`config.mk`:
```
export PLATFORM = sky130hd
export DESIGN_NAME = cache_wbuf
export DESIGN_NICKNAME = d
export VERILOG_FILES = /design/src/rtl/cache_wbuf.sv
export SDC_FILE = /design/constraint.sdc
export NUM_CORES = 1
export LEC_CHECK = 0
export CORE_MARGIN = 3
export CORE_UTILIZATION = 38
export DETAILED_ROUTE_END_ITERATION = 12
export PLACE_DENSITY = 0.63
export SLEW_MARGIN = 20
export SYNTH_ARGS = -nofsm -noshare
export SYNTH_HDL_FRONTEND = slang
export SYNTH_SLANG_ARGS = --single-unit
export TNS_END_PERCENT = 20
```
`constraint.sdc`:
```
create_clock -name clk -period 9.7 [get_ports clk]
set_input_delay 2.425 -clock clk [delete_from_list [all_inputs] [get_ports clk]]
set_output_delay 2.425 -clock clk [all_outputs]
set_load 0.05 [all_outputs]
```
`src/rtl/cache_wbuf.sv`:
```
// cache_wbuf: posted write buffer between the cache's memory port (upstream)
// and main memory (downstream).
//   - Writes (up_wstrb != 0) are absorbed into a DEPTH-entry FIFO and
//     acknowledged with a one-cycle up_ready pulse. A write to the same word
//     as the FIFO tail is merged into it, unless the tail is the entry that is
//     being presented downstream.
//   - The FIFO drains in order. Each transaction holds dn_valid until
//     dn_ready, and dn_valid is then low for at least one cycle.
//   - Reads (up_wstrb == 0) wait until the FIFO is empty and memory is idle.
//     They are then issued downstream, and the returned data is presented on
//     up_rdata with up_ready.
// Ports:
//   clk, resetn              clock and synchronous active-low reset
//   up_valid/addr/wdata/wstrb  request from the cache, held until up_ready
//   up_ready, up_rdata       one-cycle completion pulse, read data
//   dn_valid/addr/wdata/wstrb  request to memory, word-aligned address
//   dn_ready, dn_rdata       one-cycle completion pulse from memory, read data
//   count, empty, full       FIFO occupancy
// All outputs are registered.
module cache_wbuf #(
    parameter int DEPTH  = 4,
    parameter int ADDR_W = 32
) (
    input  logic                   clk,
    input  logic                   resetn,
    input  logic                   up_valid,
    input  logic [ADDR_W-1:0]      up_addr,
    input  logic [31:0]            up_wdata,
    input  logic [3:0]             up_wstrb,
    output logic                   up_ready,
    output logic [31:0]            up_rdata,
    output logic                   dn_valid,
    output logic [ADDR_W-1:0]      dn_addr,
    output logic [31:0]            dn_wdata,
    output logic [3:0]             dn_wstrb,
    input  logic                   dn_ready,
    input  logic [31:0]            dn_rdata,
    output logic [$clog2(DEPTH):0] count,
    output logic                   empty,
    output logic                   full
);
    localparam int PTR_W = $clog2(DEPTH);
    localparam int CNT_W = PTR_W + 1;
    localparam int WA_W  = ADDR_W - 2;

    typedef enum logic [2:0] {
        S_IDLE,
        S_DRAIN,
        S_GAP,
        S_RD_ISSUE,
        S_RD_RESP
    } state_t;

    state_t            r_state;

    // FIFO storage: word address, data, byte enables
    logic [WA_W-1:0]   r_mem_addr [DEPTH];
    logic [31:0]       r_mem_data [DEPTH];
    logic [3:0]        r_mem_strb [DEPTH];
    logic [PTR_W-1:0]  r_wptr;
    logic [PTR_W-1:0]  r_rptr;
    logic [CNT_W-1:0]  r_count;
    logic              r_empty;
    logic              r_full;

    logic              r_up_ready;
    logic [31:0]       r_up_rdata;
    logic              r_dn_valid;
    logic [ADDR_W-1:0] r_dn_addr;
    logic [31:0]       r_dn_wdata;
    logic [3:0]        r_dn_wstrb;

    logic [PTR_W-1:0]  w_tail;
    logic              w_wr_req;
    logic              w_rd_req;
    logic              w_tail_busy;
    logic              w_merge;
    logic              w_push;
    logic              w_pop;
    logic [CNT_W-1:0]  w_count_nxt;
    logic              w_unused_addr;

    // Byte-offset bits of the upstream address are not used.
    assign w_unused_addr = ^up_addr[1:0];

    always_comb begin
        w_tail   = r_wptr - PTR_W'(1);
        // up_valid is ignored while up_ready is high, so a held request
        // cannot be accepted twice.
        w_wr_req = up_valid && (up_wstrb != 4'h0) && !r_up_ready;
        w_rd_req = up_valid && (up_wstrb == 4'h0) && !r_up_ready;
        // With a single entry, the tail is also the head. In IDLE the head is
        // about to be copied into the dn_* registers, and in DRAIN it is
        // already there. A merge at that point would be lost, so it is blocked.
        w_tail_busy = (r_count == CNT_W'(1)) &&
                      ((r_state == S_IDLE) || (r_state == S_DRAIN));
        w_merge  = w_wr_req && !r_empty && !w_tail_busy &&
                   (up_addr[ADDR_W-1:2] == r_mem_addr[w_tail]);
        w_push   = w_wr_req && !w_merge && !r_full;
        w_pop    = (r_state == S_DRAIN) && dn_ready;

        w_count_nxt = r_count;
        if (w_push && !w_pop) begin
            w_count_nxt = r_count + CNT_W'(1);
        end else if (!w_push && w_pop) begin
            w_count_nxt = r_count - CNT_W'(1);
        end
    end

    // FIFO storage. The contents need no reset because the pointers qualify them.
    always_ff @(posedge clk) begin
        if (w_push) begin
            r_mem_addr[r_wptr] <= up_addr[ADDR_W-1:2];
            r_mem_data[r_wptr] <= up_wdata;
            r_mem_strb[r_wptr] <= up_wstrb;
        end else if (w_merge) begin
            for (int unsigned b = 0; b < 4; b++) begin
                if (up_wstrb[b]) begin
                    r_mem_data[w_tail][b*8 +: 8] <= up_wdata[b*8 +: 8];
                end
            end
            r_mem_strb[w_tail] <= r_mem_strb[w_tail] | up_wstrb;
        end
    end

    always_ff @(posedge clk) begin
        if (!resetn) begin
            r_state    <= S_IDLE;
            r_wptr     <= '0;
            r_rptr     <= '0;
            r_count    <= '0;
            r_empty    <= 1'b1;
            r_full     <= 1'b0;
            r_up_ready <= 1'b0;
            r_up_rdata <= '0;
            r_dn_valid <= 1'b0;
            r_dn_addr  <= '0;
            r_dn_wdata <= '0;
            r_dn_wstrb <= '0;
        end else begin
            if (w_push) begin
                r_wptr <= r_wptr + PTR_W'(1);
            end
            if (w_pop) begin
                r_rptr <= r_rptr + PTR_W'(1);
            end
            r_count <= w_count_nxt;
            r_empty <= (w_count_nxt == '0);
            r_full  <= (w_count_nxt == CNT_W'(DEPTH));

            // Write completion. The read path below overrides this when its data returns.
            r_up_ready <= w_push || w_merge;

            case (r_state)
                S_IDLE: begin
                    if (!r_empty) begin
                        // Draining takes priority over a pending read.
                        r_state    <= S_DRAIN;
                        r_dn_valid <= 1'b1;
                        r_dn_addr  <= {r_mem_addr[r_rptr], 2'b00};
                        r_dn_wdata <= r_mem_data[r_rptr];
                        r_dn_wstrb <= r_mem_strb[r_rptr];
                    end else if (w_rd_req) begin
                        r_state    <= S_RD_ISSUE;
                        r_dn_valid <= 1'b1;
                        r_dn_addr  <= {up_addr[ADDR_W-1:2], 2'b00};
                        r_dn_wdata <= '0;
                        r_dn_wstrb <= '0;
                    end
                end
                S_DRAIN: begin
                    if (dn_ready) begin
                        r_dn_valid <= 1'b0;
                        r_state    <= S_GAP;
                    end
                end
                S_GAP: begin
                    r_state <= S_IDLE;
                end
                S_RD_ISSUE: begin
                    if (dn_ready) begin
                        r_dn_valid <= 1'b0;
                        r_up_rdata <= dn_rdata;
                        r_up_ready <= 1'b1;
                        r_state    <= S_RD_RESP;
                    end
                end
                S_RD_RESP: begin
                    r_state <= S_IDLE;
                end
                default: begin
                    r_state <= S_IDLE;
                end
            endcase
        end
    end

    assign up_ready = r_up_ready;
    assign up_rdata = r_up_rdata;
    assign dn_valid = r_dn_valid;
    assign dn_addr  = r_dn_addr;
    assign dn_wdata = r_dn_wdata;
    assign dn_wstrb = r_dn_wstrb;
    assign count    = r_count;
    assign empty    = r_empty;
    assign full     = r_full;

endmodule
```
; Word level (Yosys, flattened, before mapping)
; Memories as Yosys holds them, arrays and structs flattened. A register that Yosys moved wholly into a read port is not among the register bits.
; Index checks and enable logic that the tools add are counted.
[word_totals]
ff_bits = 114
ram_bits = 264
input_bits = 104
out_inout_bits = 107
elab_cells = 117
n_memories = 3
[memory_table]
columns = name, words, width, read_ports, rd_clocked_by_memory_dff, write_ports, line_no
row1 = r_mem_data, 4, 32, 1, 1, 1, 58  ; logic [31:0] r_mem_data [DEPTH];
row2 = r_mem_addr, 4, 30, 2, 1, 1, 57  ; logic [WA_W-1:0] r_mem_addr [DEPTH];
row3 = r_mem_strb, 4, 4, 2, 1, 1, 59  ; logic [3:0] r_mem_strb [DEPTH];
[op_classes]
add_sub_neg = 5
eq_ne = 10
n_mux = 52
n_bitwise = 1
reduce_logical = 34
[op_table]
columns = operator, count
row1 = 32-bit two-way mux, 5
row2 = 32-bit OR reduction, 1
row3 = 30-bit == test, 1
row4 = 1-bit two-way mux, 27
row5 = 3-bit two-way mux, 6
row6 = 2-bit two-way mux, 8
row7 = 4-bit two-way mux, 4
row8 = 1-bit logical AND, 13
row9 = 3-bit one-hot mux with 3 select lines, 1
row10 = 1-bit logical NOT, 7
row11 = 3-bit by 1-bit == test with 1-bit output (second input constant), 2
row12 = 3-bit logical NOT, 2
row13 = 3-bit AND reduction, 2
row14 = 2-bit by 1-bit adder with 2-bit output (second input constant), 2
row15 = 4-bit logical NOT, 1
row16 = 2-bit by 1-bit != test with 1-bit output (second input constant), 2
row17 = 2-bit != test (second input constant), 2
row18 = 4-bit bitwise OR, 1
row19 = 2-bit AND reduction, 2
row20 = 4-bit nonzero test, 1
row21 = 4-bit OR reduction, 1
row22 = 3-bit by 1-bit adder with 3-bit output (second input constant), 1
row23 = 3-bit by 2-bit == test with 1-bit output (second input constant), 1
row24 = 3-bit == test (second input constant), 1
row25 = other kinds (7), 8

; Longest topological paths before layout
; Gate-level depths: netlist (run 1).
[logic_depth]
depth_word = 14
ltp_mapped = 17
ltp_nobuf = 10

; Worst setup path after synthesis (run 1)
; No wires, ideal clock.
[synth_path]
path_type = input port to flip-flop
start = input port up_wstrb[0]
end = memory r_mem_addr[0][0] in the netlist's numbering (enable)
setup_ns = 0.394
arrival_ns = 4.504
required_ns = 9.306
path_slack_ns = 4.803
path_stages = 7
n_path_buf = 1
cell_sequence = nor4_1 > nor4_1 > o2111ai_1 > or4_4 > or4_4 > buf_6 > and3_1
[synth_via]
elab_chain_len = 11
[synth_rtl]
columns = item, line_no
row1 = start: declaration, 29  ; input logic [3:0] up_wstrb,
row2 = 4-bit nonzero test (*), 90  ; w_wr_req = up_valid && (up_wstrb != 4'h0) && !r_up_ready;
row3 = 1-bit logical AND (*) (2 in series), 90
row4 = 1-bit logical AND (3 in series), 97  ; w_merge = w_wr_req && !r_empty && !w_tail_busy &&
row5 = 1-bit logical NOT, 99  ; w_push = w_wr_req && !w_merge && !r_full;
row6 = 1-bit logical AND (*) (2 in series), 99
row7 = 1-bit two-way mux (*), 112  ; if (w_push) begin
row8 = 1-bit two-way mux (implied by the code) (*), 113  ; r_mem_addr[r_wptr] <= up_addr[ADDR_W-1:2];
row9 = end: declaration, 57
; Mark *: on every way between the ends. The rest lies on a longest branch, timed or not.

; Final worst setup path (run 1)
[layout_path]
start = input port up_wstrb[1]
end = memory r_mem_data[0][5] (enable)
[layout_via]
elab_chain_len = 13
word_cells_on_any_way = 27
classes_between = mux: 17 / reduce/logical: 10
[layout_rtl]
columns = item, line_no
row1 = 4-bit nonzero test, 90
row2 = 1-bit logical AND (2 in series), 90
row3 = 1-bit logical AND (3 in series), 97
row4 = 1-bit logical NOT, 99
row5 = 1-bit logical AND (2 in series), 99
row6 = 1-bit two-way mux, 112
row7 = 1-bit two-way mux (implied by the code), 119  ; r_mem_data[w_tail][b*8 +: 8] <= up_wdata[b*8 +: 8];
row8 = 32-bit OR reduction (no source line), n/a
row9 = 2-bit two-way mux (no source line) / 4-bit two-way mux (equally long branches), n/a
row10 = end: declaration, 58
; Parallel ways exist; a longest one is shown, timed or not.

==> key figures, run 1 <==
Status
  • Status: complete, no violations

Final layout
  • Final Core Density: 48.3%
  • Fin nets: 1,302
  • ANT cells: 0
  • Design Area, Final: around 0.019 mm²
  • Area growth, synth to finish: 24.5%
  • Layout cells sized above 1: 15.5%

Yosys
  • Synth warn: 0
  • Mapped Cells: 993
  • Synth Register Bits: between 300 and 400
  • Seq/Total Area, Yosys: 65.8%
  • Most frequent cell after synthesis: edfxtp_1
  • Mapped Area: 0.0155 mm²
  • Asr flop ratio synth: 0%
  • Top cell type's share of synthesized area: between 50 and 60%
  • Ys flop type: edfxtp_1
  • Largest cells by area after synthesis: edfxtp_1 51%, dfxtp_1 15%, mux4_2 14%
  • Most area-hungry cell type in the Yosys netlist: edfxtp_1
  • Commonest cells post-synth: 264 x edfxtp_1, 114 x dfxtp_1, 96 x mux4_2
  • Distinct cells, synth: 53
  • EDFF count, synth: 264
  • Synth Area per Inst: between 15 and 20 µm²

STA
  • Final period utilization: 57.4%
  • Final Max Tran Viols: 0
  • Final setup viols: 0
  • Unrepaired setup endpoints after global routing: false
  • Minimum clock period: 5.57 ns
  • Slew Limit Headroom: approximately two fifths
  • Sum of negative setup slack: 0 ns
  • Final Hold Viols: 0
  • Skew final: ~0.017 ns
  • Fmax: 180 MHz
  • Worst Tran Pin Value: ~0.9 ns

Clock tree
  • Resize count post-CTS: 0
  • Reg clk slew, reported paths: 0.06 ns
  • CTS H-tree lvls: 2
  • Num CTS Buffers: 41
  • CTS Hold Bufs: 0
  • Sink Count: 378
  • CTS tree: yes
  • Max Root-Sink Buffers: 3
  • CTS root buffer: clkbuf_16
  • Total setup buffers inserted after CTS: 0
  • Worst-Skew Late Latency: 0.55 ns

Critical path
  • Worst path cell trace: clkdlybuf4s50_1 > nor4_1 > nor4_1 > o2111ai_1 > or4_4 > or4_4 > nor3_2 > a21o_1
  • Worst Path Class, Setup: in -> reg
  • Critical Path End Type: flip-flop
  • Largest fanout on the critical path: 11
  • Crit-path slowest cell: clkdlybuf4s50_1
  • Worst Path Arrival: around 5.8 ns
  • Worst Setup Start Kind: primary input
  • Crit-path leading delay family: simple AND/OR/NAND/NOR gates
  • Data required, critical path: 9.89 ns
  • CP Buf/Inv Count: 1
  • Critical path's largest stage delay: between 0.6 and 0.7 ns

Drt
  • DR iter-0 viols: 811
  • Routed Antenna Nets: 0
  • DR vias: 9,269
  • DR WL/cell: 21.1 µm
  • Detailed Routing Iterations Pass 1: 5
  • Routed vias/inst: 5.30
  • Final WL: 36.9 mm
  • DR DRC count: 0

Placed design
  • Routability cong.: 0.734
  • Area post-placement: approximately 0.018 mm²
  • Post-DP HPWL: 23.3 mm
  • Port Buf Inserts: 206

Die
  • Die X-Extent: 208 µm
  • Total core area: between 0.04 and 0.05 mm²
  • FP Rows: 73
  • Initial Utilization: 38.8%
  • Die H: 208 µm
  • Num ports: ~210
  • Die area: 0.0433 mm²

Global route
  • Largest net degree at the start of global routing: 74
  • Antenna violations before repair: 1
  • GR Layer Usage met2: around 28%
  • Met1 GRT Util: between 20% and 30%
  • Vias in the first global route: ~9,700
  • GRT Overall Usage: between 10% and 20%
  • Met3 Usage GRT: 3.94%
  • Total grt overflow: 0
  • Global-route wire length before repair: 57.1 mm
  • Most used routing layer: met2

Power
  • Pleak: 6.44 nW
  • Power Density: 252 mW/mm²
  • Max VDD drop: roughly 0.00018 V

Run
  • Max capacitance violation total: 0

Min path
  • Hold Path Class: reg -> reg
## power by group
group / switching [W] / total [W] / internal, W
Combinational: 0.000886 / 0.00142 / 0.000539
Clock: 0.000613 / 0.00143 / 0.000822
Sequential: 0.000102 / 0.00201 / 0.00191
## final cells by class
class	count	area (µm²)
clock buffers	57	1140
clock inverters	19	93.8
fillers	3462	20700
inverters	11	42.5
multi-input cells	537	4970
flip-flops and latches	378	10200
well taps	525	657
repair buffers	222	2190
## worst paths after layout
path | start | end | slack [ns] | cells after the start
setup / recovery | up_wstrb[1] | r_mem_data[0][5] | 4.13 | 8
hold / removal | up_rdata[26] | up_rdata[26] | 0.45 | 2
setup reg to reg | r_wptr[1] | r_mem_data[0][5] | 4.64 | 10
hold reg to reg | up_rdata[26] | up_rdata[26] | 0.45 | 2
## worst reg2reg max path, cell delays in order, from the launching register on
cell and delay [ns]:
dfxtp_1 0.43, inv_1 0.14, ha_1 0.79, buf_4 0.51
mux4_2 0.41, xnor2_1 0.15, nand4_1 0.17, or4_4 0.63
or4_4 0.67, nor3_2 0.33, a21o_1 0.45
## registers in the layout, summed over array words and instances, names as in the netlist, named ones only
| signal | cells |
|---|---|
| dn_wdata | 32 |
| up_rdata | 32 |
| count | 3 |
| dn_wstrb | 4 |
| r_rptr | 2 |
| full | 1 |
| empty | 1 |
| r_mem_strb | 16 |
| r_wptr | 2 |
| dn_valid | 1 |
| r_mem_data | 128 |
| dn_addr | 30 |
| r_mem_addr | 120 |
| up_ready | 1 |
| r_state | 3 |
## kinds of logic after synthesis
logic type | Yosys count | share of synthesized area, %
xor+xnor | 31 | 1.75
simple gates | 208 | 6.27
other cells | 1 | 0.0242
buf+inv | 79 | 2.19
fa+ha+maj | 7 | 0.565
flops | 378 | 65.8
compound gates | 151 | 6.68
mux | 138 | 16.7
## cell usage in the layout (no fill, tap or decap), types with 7 or more instances in the layout
master             n
a22oi_1           36
ha_1               7
a211oi_1          31
clkbuf_1          13
xnor2_1           20
nor2_1            77
mux4_2            96
clkbuf_16         43
xor2_1            11
edfxtp_1         264
nor3_1            10
inv_1             10
buf_4             15
clkinv_2           7
nand2_1           76
dfxtp_1          110
clkdlybuf4s50_1  206
mux2i_1           37
a21o_1            22
a21oi_1           39
clkinv_1          10
## per-layer routing
metal	vias to the layer above	wire [µm]
met5	-	11
met1	4702	15900
li1	4265	-
met2	242	17900
met4	2	980
met3	58	2040
## per-stage QoR
stage	std cells	power [W]	setup slack, ns	hold slack (ns)
6_report	1749	0.00487	4.13	0.454
2_1_floorplan	994	0.00302	4.80	0.485
3_3_place_gp	1673	0.00347	3.59	0.442
4_1_cts	1749	0.00494	4.13	0.456
3_5_place_dp	1673	0.00349	3.53	0.448
5_1_grt	1749	0.00510	3.98	0.470
No activity file was read; power rests on OpenSTA's default activity.
==> run 2: changes to the inputs <==
clock period = 5.7 ns   (was 9.7 ns; I/O delays follow)
==> run 2 against run 1 <==
Effect of this change:
- final area is 0.76% higher
- utilization is 0.37 points higher
- critical path type is now reg -> reg
- sequential power is 72% higher
- clock power is 83% higher
- critical path depth is 2 higher
- hold slack worse by 0.0020 ns
- flip-flop and latch count stayed put
- wire length is 1.8% lower
- die area stayed put
- highest routed layer unchanged
==> key figures, run 2 (synthesis gave the netlist of run 1 again) <==
Critical path
  • Critical Path End Type: flip-flop (unchanged)
  • Data required, critical path: 5.90 ns (was 9.89 ns)
  • Largest fanout on the critical path: 22 (was 11)
  • Worst Setup Start Kind: flip-flop (was primary input)
  • Worst Path Arrival: 5.04 ns (was 5.76 ns)
  • Worst Path Class, Setup: reg -> reg (was in -> reg)

Power
  • Max VDD drop: 0.000243 V (was 0.000175 V)
  • Pleak: 6.51 nW (was 6.44 nW)
  • Power after layout: 0.00847 W (was 0.00487 W)
  • Power Density: 435 mW/mm² (was 252 mW/mm²)

Clock tree
  • Resize count post-CTS: 0 (unchanged)
  • Num CTS Buffers: 41 (unchanged)
  • CTS tree: yes (unchanged)
  • Max Root-Sink Buffers: 3 (unchanged)
  • CTS Hold Bufs: 0 (unchanged)
  • Sink Count: 378 (unchanged)
  • Total setup buffers inserted after CTS: 0 (unchanged)
  • CTS H-tree lvls: 2 (unchanged)
  • Worst-Skew Late Latency: 0.55 ns (about the same)
  • Reg clk slew, reported paths: 0.06 ns (about the same)
  • CTS root buffer: clkbuf_16 (unchanged)

Final layout
  • Most flops, register: r_mem_data (unchanged)
  • Commonest non-fill, non-tap cells in the layout: 264 x edfxtp_1, 206 x clkdlybuf4s50_1, 110 x dfxtp_1 (unchanged)
  • Most common cell after layout, fill and taps aside: edfxtp_1 (unchanged)
  • Largest registers: r_mem_data (128), r_mem_addr (120) (unchanged)
  • Final Core Density: 48.6% (was 48.3%)
  • Design Area, Final: 0.0195 mm² (was 0.0193 mm²)
  • Layout cells sized above 1: 16.5% (was 15.5%)
  • Number of flip-flops in the largest register: 128 (unchanged)
  • Fillers: 3,436 (was 3,462)
  • Fin nets: 1,306 (was 1,302)
  • Area growth, synth to finish: 25.5% (was 24.5%)

Global route
  • GRT Overall Usage: 16.4% (was 16.9%)
  • Largest net degree at the start of global routing: 43 (was 74)
  • Antenna violations before repair: 3 (was 1)
  • Global-route wire length before repair: 55.7 mm (was 57.1 mm)
  • Total grt overflow: 0 (unchanged)
  • Vias in the first global route: 9,407 (was 9,673)

Die
  • Num ports: 211 (unchanged)
  • Die H: 208 µm (unchanged)
  • FP Rows: 73 (unchanged)
  • Die area: 0.0433 mm² (unchanged)
  • Initial Utilization: 38.8% (unchanged)
  • Total core area: 0.0400 mm² (unchanged)
  • Die X-Extent: 208 µm (unchanged)

STA
  • Slew Limit Headroom: 39.8% (was 39.0%)
  • Worst Tran Pin Value: 0.903 ns (was 0.915 ns)
  • Minimum clock period: 4.83 ns
  • Final period utilization: 84.8%
  • Final setup viols: 0 (unchanged)
  • Final Max Tran Viols: 0 (unchanged)
  • Fmax: roughly 210 MHz
  • Unrepaired setup endpoints after global routing: false (unchanged)
  • Skew final: 0.0185 ns (was 0.0173 ns)
  • Final Hold Viols: 0 (unchanged)
  • Sum of negative setup slack: 0 ns (unchanged)
  • Setup ws final: 0.869 ns (was 4.13 ns)

Placed design
  • Routability cong.: 0.752 (was 0.734)
  • Post-DP HPWL: 23.5 mm (was 23.3 mm)
  • Placement Setup Slack: 0.540 ns (was 3.53 ns)
  • Port Buf Inserts: 206 (unchanged)
  • Area post-placement: 0.0181 mm² (about the same)

Drt
  • Routed Antenna Nets: 0 (unchanged)
  • DR iter-0 viols: 708 (was 811)
  • DR WL/cell: 20.6 µm (was 21.1 µm)
  • Routed vias/inst: 5.28 (was 5.30)
  • Final WL: 36.2 mm (was 36.9 mm)
  • DR DRC count: 0 (unchanged)
  • Detailed Routing Iterations Pass 1: 5 (unchanged)
  • DR vias: 9,264 (was 9,269)

Min path
  • Hold Path Class: reg -> reg (unchanged)

Run
  • Max capacitance violation total: 0 (unchanged)

Status
  • Status: complete, no violations (unchanged)
## run 2: path summary, 6_finish.rpt
| path | startpoint | end | slack, ns | cells past startpoint |
|---|---|---|---|---|
| max | r_wptr[0] | r_mem_data[0][4] | 0.87 | 10 |
| min | up_rdata[25] | up_rdata[25] | 0.45 | 2 |
| max reg2reg | r_wptr[0] | r_mem_data[0][4] | 0.87 | 10 |
| min reg2reg | up_rdata[25] | up_rdata[25] | 0.45 | 2 |
## run 2: final cells by class
cell class	count	area [µm²]	area share [%]
Sequential cell	378	10200	52.5
Multi-Input combinational cell	537	4970	25.6
Timing Repair Buffer	226	2210	11.4
Clock buffer	55	1150	5.91
Tap cell	525	657	3.38
Clock inverter	20	200	1.03
Inverter	11	42.5	0.219
Antenna cell	2	5.00	0.0257
## run 2: power by group
part | switching (W) | leakage (nW) | internal [W]
registers | 0.000197 | 3.34 | 0.00325
logic | 0.00147 | 2.51 | 0.000926
clock network | 0.00106 | 0.661 | 0.00156
## run 2: critical path, cell delays in order (launching register included)
cell	delay (ns)
dfxtp_2	0.57
inv_1	0.24
ha_1	0.49
buf_4	0.40
mux4_2	0.37
xor2_1	0.21
nor4_1	0.49
nand2_1	0.25
or4_4	0.67
nor3_2	0.33
a21o_1	0.44
## run 2: metrics by stage
stage / cells / hold WS, ns
final: 1754 / 0.452
after global routing: 1754 / 0.469
after CTS: 1752 / 0.453
after detailed placement: 1677 / 0.446
after global placement: 1677 / 0.442
after floorplan: 994 / 0.485
## run 2: routing by layer
metal | GRT usage (%) | vias to the layer above | wire, µm
li1 | - | 4271 | -
met1 | 22.1 | 4646 | 15600
met2 | 26.6 | 289 | 17400
met3 | 3.91 | 56 | 2370
met4 | 5.07 | 2 | 809
met5 | 0 | - | 9
